## src/rtl/snn_mem_bank.sv

```systemverilog
// snn_mem_bank: register-based memory bank for the SNN accelerator.
// Holds the filter kernel, per-timestep input spike maps, membrane
// potentials and per-timestep output spikes. Serves reads and writes over
// valid/ready channels, tracks the current timestep and raises sticky
// done/err flags.
//
// Ports:
//   clk, rst_n                       clock, async active-low reset
//   rd_valid/rd_ready, rd_type,
//   rd_row, rd_col                   read request (0=vpot 1=ifmap 2=filter 3=out spike)
//   rdata_valid/rdata_ready, rdata   read response, zero-extended
//   wr_valid/wr_ready, wr_type,
//   wr_row, wr_col, wr_t, wr_data    write request
//   t_valid/t_ready, t_in            timestep update (t_ready tied high)
//   t_cur, done, err                 current timestep and sticky status flags
//
// Read FSM:
//   state  | meaning
//   S_IDLE | rd_ready=1, waiting for a read request
//   S_RESP | rdata_valid=1, waiting for rdata_ready
module snn_mem_bank #(
  parameter int F_ROWS      = 3,
  parameter int F_COLS      = 3,
  parameter int F_WIDTH     = 8,
  parameter int IF_ROWS     = 5,
  parameter int IF_COLS     = 5,
  parameter int OF_ROWS     = 3,
  parameter int OF_COLS     = 3,
  parameter int V_POT_WIDTH = 8,
  parameter int TIMESTEPS   = 10,
  parameter int AW          = 4,
  parameter int TW          = 4,
  parameter int DW          = 8
) (
  input  logic          clk,
  input  logic          rst_n,
  input  logic          rd_valid,
  output logic          rd_ready,
  input  logic [1:0]    rd_type,
  input  logic [AW-1:0] rd_row,
  input  logic [AW-1:0] rd_col,
  output logic          rdata_valid,
  input  logic          rdata_ready,
  output logic [DW-1:0] rdata,
  input  logic          wr_valid,
  output logic          wr_ready,
  input  logic [1:0]    wr_type,
  input  logic [AW-1:0] wr_row,
  input  logic [AW-1:0] wr_col,
  input  logic [TW-1:0] wr_t,
  input  logic [DW-1:0] wr_data,
  input  logic          t_valid,
  output logic          t_ready,
  input  logic [TW-1:0] t_in,
  output logic [TW-1:0] t_cur,
  output logic          done,
  output logic          err
);

  localparam logic [1:0] TYP_VPOT = 2'd0;
  localparam logic [1:0] TYP_IFM  = 2'd1;
  localparam logic [1:0] TYP_FILT = 2'd2;

  // Index widths just large enough to address each array dimension.
  localparam int FRB = (F_ROWS    > 1) ? $clog2(F_ROWS)    : 1;
  localparam int FCB = (F_COLS    > 1) ? $clog2(F_COLS)    : 1;
  localparam int IRB = (IF_ROWS   > 1) ? $clog2(IF_ROWS)   : 1;
  localparam int ICB = (IF_COLS   > 1) ? $clog2(IF_COLS)   : 1;
  localparam int ORB = (OF_ROWS   > 1) ? $clog2(OF_ROWS)   : 1;
  localparam int OCB = (OF_COLS   > 1) ? $clog2(OF_COLS)   : 1;
  localparam int TB  = (TIMESTEPS > 1) ? $clog2(TIMESTEPS) : 1;

  typedef enum logic {S_IDLE, S_RESP} rd_state_t;
  rd_state_t state;

  logic [V_POT_WIDTH-1:0] vpot [OF_ROWS][OF_COLS];
  logic                   ospk [TIMESTEPS][OF_ROWS][OF_COLS];
  logic                   ifm  [TIMESTEPS][IF_ROWS][IF_COLS];
  logic [F_WIDTH-1:0]     filt [F_ROWS][F_COLS];

  logic [TW-1:0] t_eff;
  logic [TB-1:0] t_idx;
  logic          rd_ok, wr_ok, wr_fire;
  logic [DW-1:0] rd_word;

  function automatic logic in_range(input logic [1:0] typ,
                                    input logic [AW-1:0] r,
                                    input logic [AW-1:0] c);
    case (typ)
      TYP_IFM:  return (r < AW'(IF_ROWS)) && (c < AW'(IF_COLS));
      TYP_FILT: return (r < AW'(F_ROWS))  && (c < AW'(F_COLS));
      default:  return (r < AW'(OF_ROWS)) && (c < AW'(OF_COLS));
    endcase
  endfunction

  // Past the last timestep, spike maps stay pinned to the final slot so the
  // output spikes can still be drained after done.
  assign t_eff = (t_cur > TW'(TIMESTEPS-1)) ? TW'(TIMESTEPS-1) : t_cur;
  assign t_idx = t_eff[TB-1:0];

  assign rd_ok   = in_range(rd_type, rd_row, rd_col);
  assign wr_ok   = in_range(wr_type, wr_row, wr_col) &&
                   ((wr_type != TYP_IFM) || (wr_t < TW'(TIMESTEPS)));
  assign wr_ready = ~done;
  assign wr_fire  = wr_valid & ~done;
  assign t_ready  = 1'b1;
  assign rd_ready    = (state == S_IDLE);
  assign rdata_valid = (state == S_RESP);

  always_comb begin
    rd_word = '0;
    if (rd_ok) begin
      unique case (rd_type)
        TYP_VPOT: rd_word[V_POT_WIDTH-1:0] = vpot[rd_row[ORB-1:0]][rd_col[OCB-1:0]];
        TYP_IFM:  rd_word[0] = ifm[t_idx][rd_row[IRB-1:0]][rd_col[ICB-1:0]];
        TYP_FILT: rd_word[F_WIDTH-1:0] = filt[rd_row[FRB-1:0]][rd_col[FCB-1:0]];
        default:  rd_word[0] = ospk[t_idx][rd_row[ORB-1:0]][rd_col[OCB-1:0]];
      endcase
    end
  end

  always_ff @(posedge clk or negedge rst_n) begin
    if (!rst_n) begin
      state <= S_IDLE;
      rdata <= '0;
      t_cur <= '0;
      done  <= 1'b0;
      err   <= 1'b0;
      for (int r = 0; r < OF_ROWS; r++)
        for (int c = 0; c < OF_COLS; c++) begin
          vpot[r][c] <= '0;
          for (int t = 0; t < TIMESTEPS; t++) ospk[t][r][c] <= 1'b0;
        end
      for (int t = 0; t < TIMESTEPS; t++)
        for (int r = 0; r < IF_ROWS; r++)
          for (int c = 0; c < IF_COLS; c++) ifm[t][r][c] <= 1'b0;
      for (int r = 0; r < F_ROWS; r++)
        for (int c = 0; c < F_COLS; c++) filt[r][c] <= '0;
    end else begin
      unique case (state)
        S_IDLE: if (rd_valid) begin
          rdata <= rd_word;
          state <= S_RESP;
        end
        S_RESP: if (rdata_ready) state <= S_IDLE;
      endcase

      // Storage is read combinationally above, so a same-edge read sees the
      // pre-write contents; type-3 writes use t_eff from the old t_cur.
      if (wr_fire && wr_ok) begin
        unique case (wr_type)
          TYP_VPOT: vpot[wr_row[ORB-1:0]][wr_col[OCB-1:0]] <= wr_data[V_POT_WIDTH-1:0];
          TYP_IFM:  ifm[wr_t[TB-1:0]][wr_row[IRB-1:0]][wr_col[ICB-1:0]] <= wr_data[0];
          TYP_FILT: filt[wr_row[FRB-1:0]][wr_col[FCB-1:0]] <= wr_data[F_WIDTH-1:0];
          default:  ospk[t_idx][wr_row[ORB-1:0]][wr_col[OCB-1:0]] <= 1'b1;
        endcase
      end

      if ((rd_valid && rd_ready && !rd_ok) || (wr_fire && !wr_ok) || (wr_valid && done))
        err <= 1'b1;

      if (t_valid) begin
        t_cur <= t_in;
        if (t_in >= TW'(TIMESTEPS)) done <= 1'b1;
      end
    end
  end

endmodule

```

## config.mk

```make
export PLATFORM = sky130hd
export DESIGN_NAME = snn_mem_bank
export DESIGN_NICKNAME = d
export VERILOG_FILES = /design/src/rtl/snn_mem_bank.sv
export SDC_FILE = /design/constraint.sdc
export NUM_CORES = 1
export LEC_CHECK = 0
export CORE_MARGIN = 1.5
export CORE_UTILIZATION = 40
export CTS_CLUSTER_DIAMETER = 50
export DETAILED_ROUTE_END_ITERATION = 8
export PLACE_DENSITY = 0.61
export SYNTH_ARGS = -nofsm -noshare
export SYNTH_HDL_FRONTEND = slang
export SYNTH_SLANG_ARGS = --single-unit
```

## constraint.sdc

```tcl
create_clock -name clk -period 7.3 [get_ports clk]
set_input_delay 1.095 -clock clk [delete_from_list [all_inputs] [get_ports clk]]
set_output_delay 1.095 -clock clk [all_outputs]
set_load 0.05 [all_outputs]
```

==> flow_summary.json, run 1 <==
{
  "worstSetupPathType": "input pin to register",
  "cp-start-kind": "input pin",
  "yosysTopAreaCell": "dfrtp_1",
  "max_cap_viol_count": 0,
  "tightestPinTransition_ns": 1.29,
  "grt_max_degree": 184,
  "routed_via_density": 5.93,
  "core_um2": 60200,
  "period_needed_ns": 4.85,
  "wl_per_cell_um": 24.6,
  "rsz0062_at_grt": "false",
  "ys_ff_latch": 499,
  "pwr_density_cell_nw_per_um2": 223,
  "cts_hold_buf": 0,
  "multiInputGateArea_um2": 11200,
  "synth_cells": 2170,
  "wl_mm": 73.9,
  "p_leak_nw": 13.1,
  "post-route-util_pct": 45.6,
  "synth.net_count": 2212,
  "grtUsageTotal_pct": 23.9,
  "htreeDepth": 2,
  "dp_slack_ns": 2.11,
  "ir_worst_vdd_mv": 0.187,
  "dpl.hpwl_mm": 47.2,
  "fin_area_um2": 27500,
  "fin_setup_tns_ns": 0,
  "fmax_mhz": 206,
  "async_flop_share_pct": 100,
  "n_fill_cell": 5499,
  "final_nets": 2226,
  "first_iter_violations": 1630,
  "syn_avg_cell_area_um2": 11.2,
  "crit_required_ns": 7.78,
  "rows": 90,
  "grt_pass1_wl_mm": 114,
  "die_y_um": 250,
  "synth_top_area_share_pct": 51.4,
  "synth-main-ff-cell": "dfrtp_1",
  "whs_ns": 0.454,
  "setup_ws_ns": 2.45,
  "end_kind": "register",
  "insertion_delay_ns": 0.62,
  "run_status": "finished clean",
  "layout_worst_path_cycle_share_pct": 66.4,
  "grt_pass1_vias": 18200,
  "max_slew_margin_pct": 13.6,
  "drc": 0,
  "antenna_left": 0,
  "synth.area.top_cells": "dfrtp_1 (51%), mux2_2 (17%), nand2_1 (6.2%), mux2i_1 (3.7%), mux2_1 (2.3%)",
  "slew_viol_final": 0,
  "start_util_pct": 40.3,
  "cts_root_buf": "clkbuf_16",
  "post-cts-setup-buffers": 0,
  "drive_gt1_share_pct": 25.1,
  "synth_area_um2": 24300,
  "yosysWarnings": 0,
  "area_growth_pct": 13.1,
  "stdcell_count": 3010,
  "arrival_ns": 5.33,
  "place_area_um2": 25700,
  "skew_ns": 0.0301,
  "cts_repair_resize_count": 0,
  "crit_fanout": 15,
  "total_power_mw": 6.14,
  "fp.dieW_um": 250,
  "ys_top_cells_by_count": "dfrtp_1 (499), nand2_1 (399), mux2_2 (364)",
  "antenna_found_initial": 1,
  "cts.sinks": 499,
  "cts_buffers": 53,
  "yosysSeqAreaShare_pct": 51.4,
  "io_buffer_count": 58,
  "cts_buffer_depth": 3,
  "first_pass_iters": 7,
  "vias": 17900,
  "synth-edff-count": 0,
  "yosys.cell_count.top_type": "dfrtp_1",
  "io_pins": 60,
  "gp_congestion": 0.882,
  "synth.distinct_cells": 69,
  "cts_tree": "done",
  "seq_area_um2": 12500,
  "setup_viol": 0,
  "final_hold_viol_count": 0,
  "hold_path_class": "register to register",
  "dieArea_um2": 62300,
  "clk_pin_slew_ns": 0.06,
  "grt_overflow": 0,
  "place_inst": 2911
}
## sequential cells by signal, indices dropped and copies added, names as in the netlist
name         count
t_cur            4
done             1
err              1
rdata            8
filt            72
ifm            250
rdata_valid      1
ospk            90
vpot            72
## layout make-up
type,instances,share of cell area [%]
clock inverter,13,0.642
clock buffer,85,5.96
tap,782,3.56
antenna,1,0.00910
sequential,499,45.4
multi-input combinational,1511,40.8
inverter,12,0.164
timing repair buffer,107,3.46
## placed cells by master (no fill, tap or decap), types with 5 or more instances in the layout
master and count:
clkinv_2 5, a221oi_1 5, buf_4 48, inv_1 10, nand3b_1 5, nor3_2 7, a21oi_1 44, clkbuf_8 15
o22ai_1 29, nor3_1 20, nor2_1 77, or2_2 9, mux2_1 49, mux2_2 364, a22oi_1 10, o21bai_1 30
and3_1 6, o221ai_1 21, nor3b_1 5, a31oi_1 15, mux4_2 17, clkbuf_1 15, nand4_1 9, clkbuf_16 55
nand2b_1 16, a211oi_1 6, nand3_1 25, o211ai_1 32, nand2_1 399, dfrtp_1 497, clkdlybuf4s50_1 52, nor2b_1 8
mux2i_1 90, a21o_1 63, nor2_2 5, o21ai_0 72
## worst paths after layout
kind,to,slack [ns],start,cells past startpoint
min in group asynchronous,vpot[60],0.50,rst_n,1
min reg2reg,ospk[76],0.45,ospk[76],1
max reg2reg,ifm[239],3.13,done,9
min,ospk[76],0.45,ospk[76],1
max in group asynchronous,t_cur[0],5.04,rst_n,2
max,ifm[239],2.45,wr_type[1],10
## power by group
part | switching, mW | total, mW | internal, mW
sequential | 0.00782 | 2.78 | 2.77
clock | 1.14 | 2.82 | 1.67
combinational | 0.407 | 0.542 | 0.136
total | 1.56 | 6.14 | 4.58
## kinds of logic (layout without fill, tap and decap cells)
| group | count (synthesis) | count (layout) | share of synthesized area [%] |
|---|---|---|---|
| AOI/OAI and AO/OA | 368 | 368 | 10.3 |
| buffers and inverters | 160 | 217 | 2.75 |
| DFF | 499 | 499 | 51.4 |
| muxes | 520 | 520 | 24.4 |
| other | 1 | 2 | 0.0154 |
| and+or+nand+nor | 622 | 622 | 11.1 |
## metal layers
layer	wire length, µm	GRT usage, %	up-vias	share of wire, %
li1	-	-	7790	-
met2	33700	37.3	692	46
met3	5200	4.05	132	7.0
met1	32800	33.7	9243	44
met4	2220	7.96	2	3.0
met5	13	0	-	0.018
## critical path: stages
cell,delay (ns)
clkdlybuf4s50_1,0.54
nand2b_1,0.41
o21ai_0,0.50
a211oi_2,0.73
nor3b_2,0.34
nand2b_2,0.18
nor3_4,0.64
buf_4,0.42
nand2_1,0.10
mux2_1,0.35
Note: power is estimated with default switching activity, not from simulation.
==> run 2: changes to the inputs <==
PLACE_DENSITY = 0.63   (was 0.61)
clock period = 4.3 ns   (was 7.3 ns; I/O delays follow)
==> flow_summary.json, run 2 (synthesized netlist as in run 1, its figures left out) <==
{
  "io_pins": 60,
  "fin_area_um2": 27900,
  "setup_ws_ns": 0.522,
  "layout_worst_path_cycle_share_pct": 87.9,
  "grt_overflow": 0,
  "drc": 0,
  "slowest_delay_ns": 1.02,
  "wl_per_cell_um": 24.6,
  "drive_gt1_share_pct": 26.7,
  "area_growth_pct": 14.9,
  "crit_fanout": 9,
  "dieArea_um2": 62300,
  "run_status": "finished clean",
  "cts_tree": "done",
  "skew_ns": 0.0202,
  "n_fill_cell": 5500,
  "wl_mm": 75.1,
  "dp_slack_ns": -0.0255,
  "core_um2": 60200,
  "cts_root_buf": "clkbuf_16",
  "pwr_density_cell_nw_per_um2": 369,
  "htreeDepth": 2,
  "arrival_ns": 4.27,
  "reg2regPathDepth": 7,
  "largest_reg_flops": 250,
  "worstSetupPathType": "input pin to register",
  "path_cells": "clkdlybuf4s50_1, nand2b_1, o21ai_0, a21oi_1, nand2_1, nor3_1, nand2_1, mux2_2",
  "place_area_um2": 26200,
  "grt_pass1_wl_mm": 116,
  "post-cts-setup-buffers": 0,
  "dpl.hpwl_mm": 50.2,
  "start_util_pct": 40.3,
  "top_regs": "ifm: 250 flops, ospk: 90 flops",
  "die_y_um": 250,
  "antenna_left": 0,
  "first_pass_iters": 8,
  "crit_family": "simple AND/OR/NAND/NOR gates",
  "crit_required_ns": 4.79,
  "rsz0062_at_grt": "false",
  "fp.dieW_um": 250,
  "end_kind": "register",
  "first_iter_violations": 1662,
  "cts_buffers": 52,
  "gp_congestion": 0.871,
  "critPathBufInv": 1,
  "setup_viol": 0,
  "path_depth": 8,
  "timing.critical_path.mode_cell": "nand2_1",
  "largest_register": "ifm",
  "cts.sinks": 499,
  "rows": 90,
  "cts_buffer_depth": 3,
  "cts_hold_buf": 0,
  "fmax_mhz": 265,
  "cp-start-kind": "input pin",
  "grt_max_degree": 144,
  "cts_repair_resize_count": 0,
  "final_hold_viol_count": 0,
  "worstSetupStartpoint": "wr_type[1]",
  "tightestPinTransition_ns": 1.35,
  "diodes": 0,
  "routed_via_density": 5.96,
  "final_nets": 2281,
  "p_leak_nw": 13.4,
  "whs_ns": 0.106,
  "io_buffer_count": 58,
  "worst-r2r-setup-slack_ns": 0.55,
  "grt_pass1_vias": 18800,
  "fin_setup_tns_ns": 0,
  "rr_endpoint": "vpot[61]",
  "max_slew_margin_pct": 9.16,
  "vias": 18200,
  "period_needed_ns": 3.78,
  "critPathSlowestCell": "nor3_1",
  "crit_end": "vpot[61]",
  "clk_pin_slew_ns": 0.06,
  "final_common_cell": "dfrtp_1",
  "layout_common_cells": "dfrtp_1 (497), nand2_1 (399), mux2_2 (364)",
  "antenna_found_initial": 3,
  "grtUsageTotal_pct": 24.2,
  "max_cap_viol_count": 0,
  "reg2reg_from": "done",
  "insertion_delay_ns": 0.61,
  "ir_worst_vdd_mv": 0.269,
  "hold_path_class": "input pin to async pin",
  "slew_viol_final": 0
}
==> run 2: worst min-delay path by stage <==
stage	cells past startpoint	slack (ns)	to	startpoint
floorplan	0	0.35	done	rst_n
global placement	1	0.43	ospk[70]	ospk[70]
detailed placement	1	0.44	ospk[56]	ospk[56]
CTS	1	0.15	ifm[79]	rst_n
global route	1	0.18	ifm[79]	rst_n
finish	1	0.11	ifm[54]	rst_n
==> run 2: stage by stage <==
stage / utilization [%] / total power [mW] / std cells
after detailed placement: 43.5 / 5.75 / 2967
after global placement: 43.5 / 5.74 / 2967
after global routing: 46.4 / 10.6 / 3058
final: 46.4 / 10.3 / 3058
after floorplan: - / 5.26 / 2170
after CTS: 46.4 / 10.4 / 3058
==> run 2: layout make-up <==
class	count	area, µm²	share of cell area [%]
repair buffers	163	1500	5.37
well taps	782	978	3.50
multi-input cells	1511	11200	40.0
flip-flops and latches	499	12500	44.7
clock buffers	76	1570	5.63
clock inverters	15	166	0.596
inverters	12	45.0	0.161
==> run 2: where the power goes <==
| group | switching [mW] | leakage [nW] | internal [mW] |
|---|---|---|---|
| logic | 0.682 | 5.60 | 0.268 |
| clock network | 1.93 | 0.859 | 2.70 |
| registers | 0.0202 | 6.95 | 4.70 |
| total | 2.64 | 13.4 | 7.67 |
==> run 2: per-layer routing <==
layer | share of wire (%) | up-vias | GRT usage [%] | wire, µm
met4 | 3.7 | 6 | 9.60 | 2760
met2 | 47 | 711 | 38.6 | 35100
met3 | 7.3 | 166 | 3.79 | 5500
met1 | 42 | 9474 | 33.0 | 31700
met5 | 0.048 | - | 0 | 36
li1 | - | 7883 | - | -
==> run 2: worst register-to-register path: stages, from the launching register on <==
cell	delay, ns
dfrtp_1	0.40
nor3_1	0.44
o21ai_0	0.39
a21oi_1	0.27
nand2_1	0.10
nor3_1	1.02
nand2_1	0.57
mux2_2	0.44
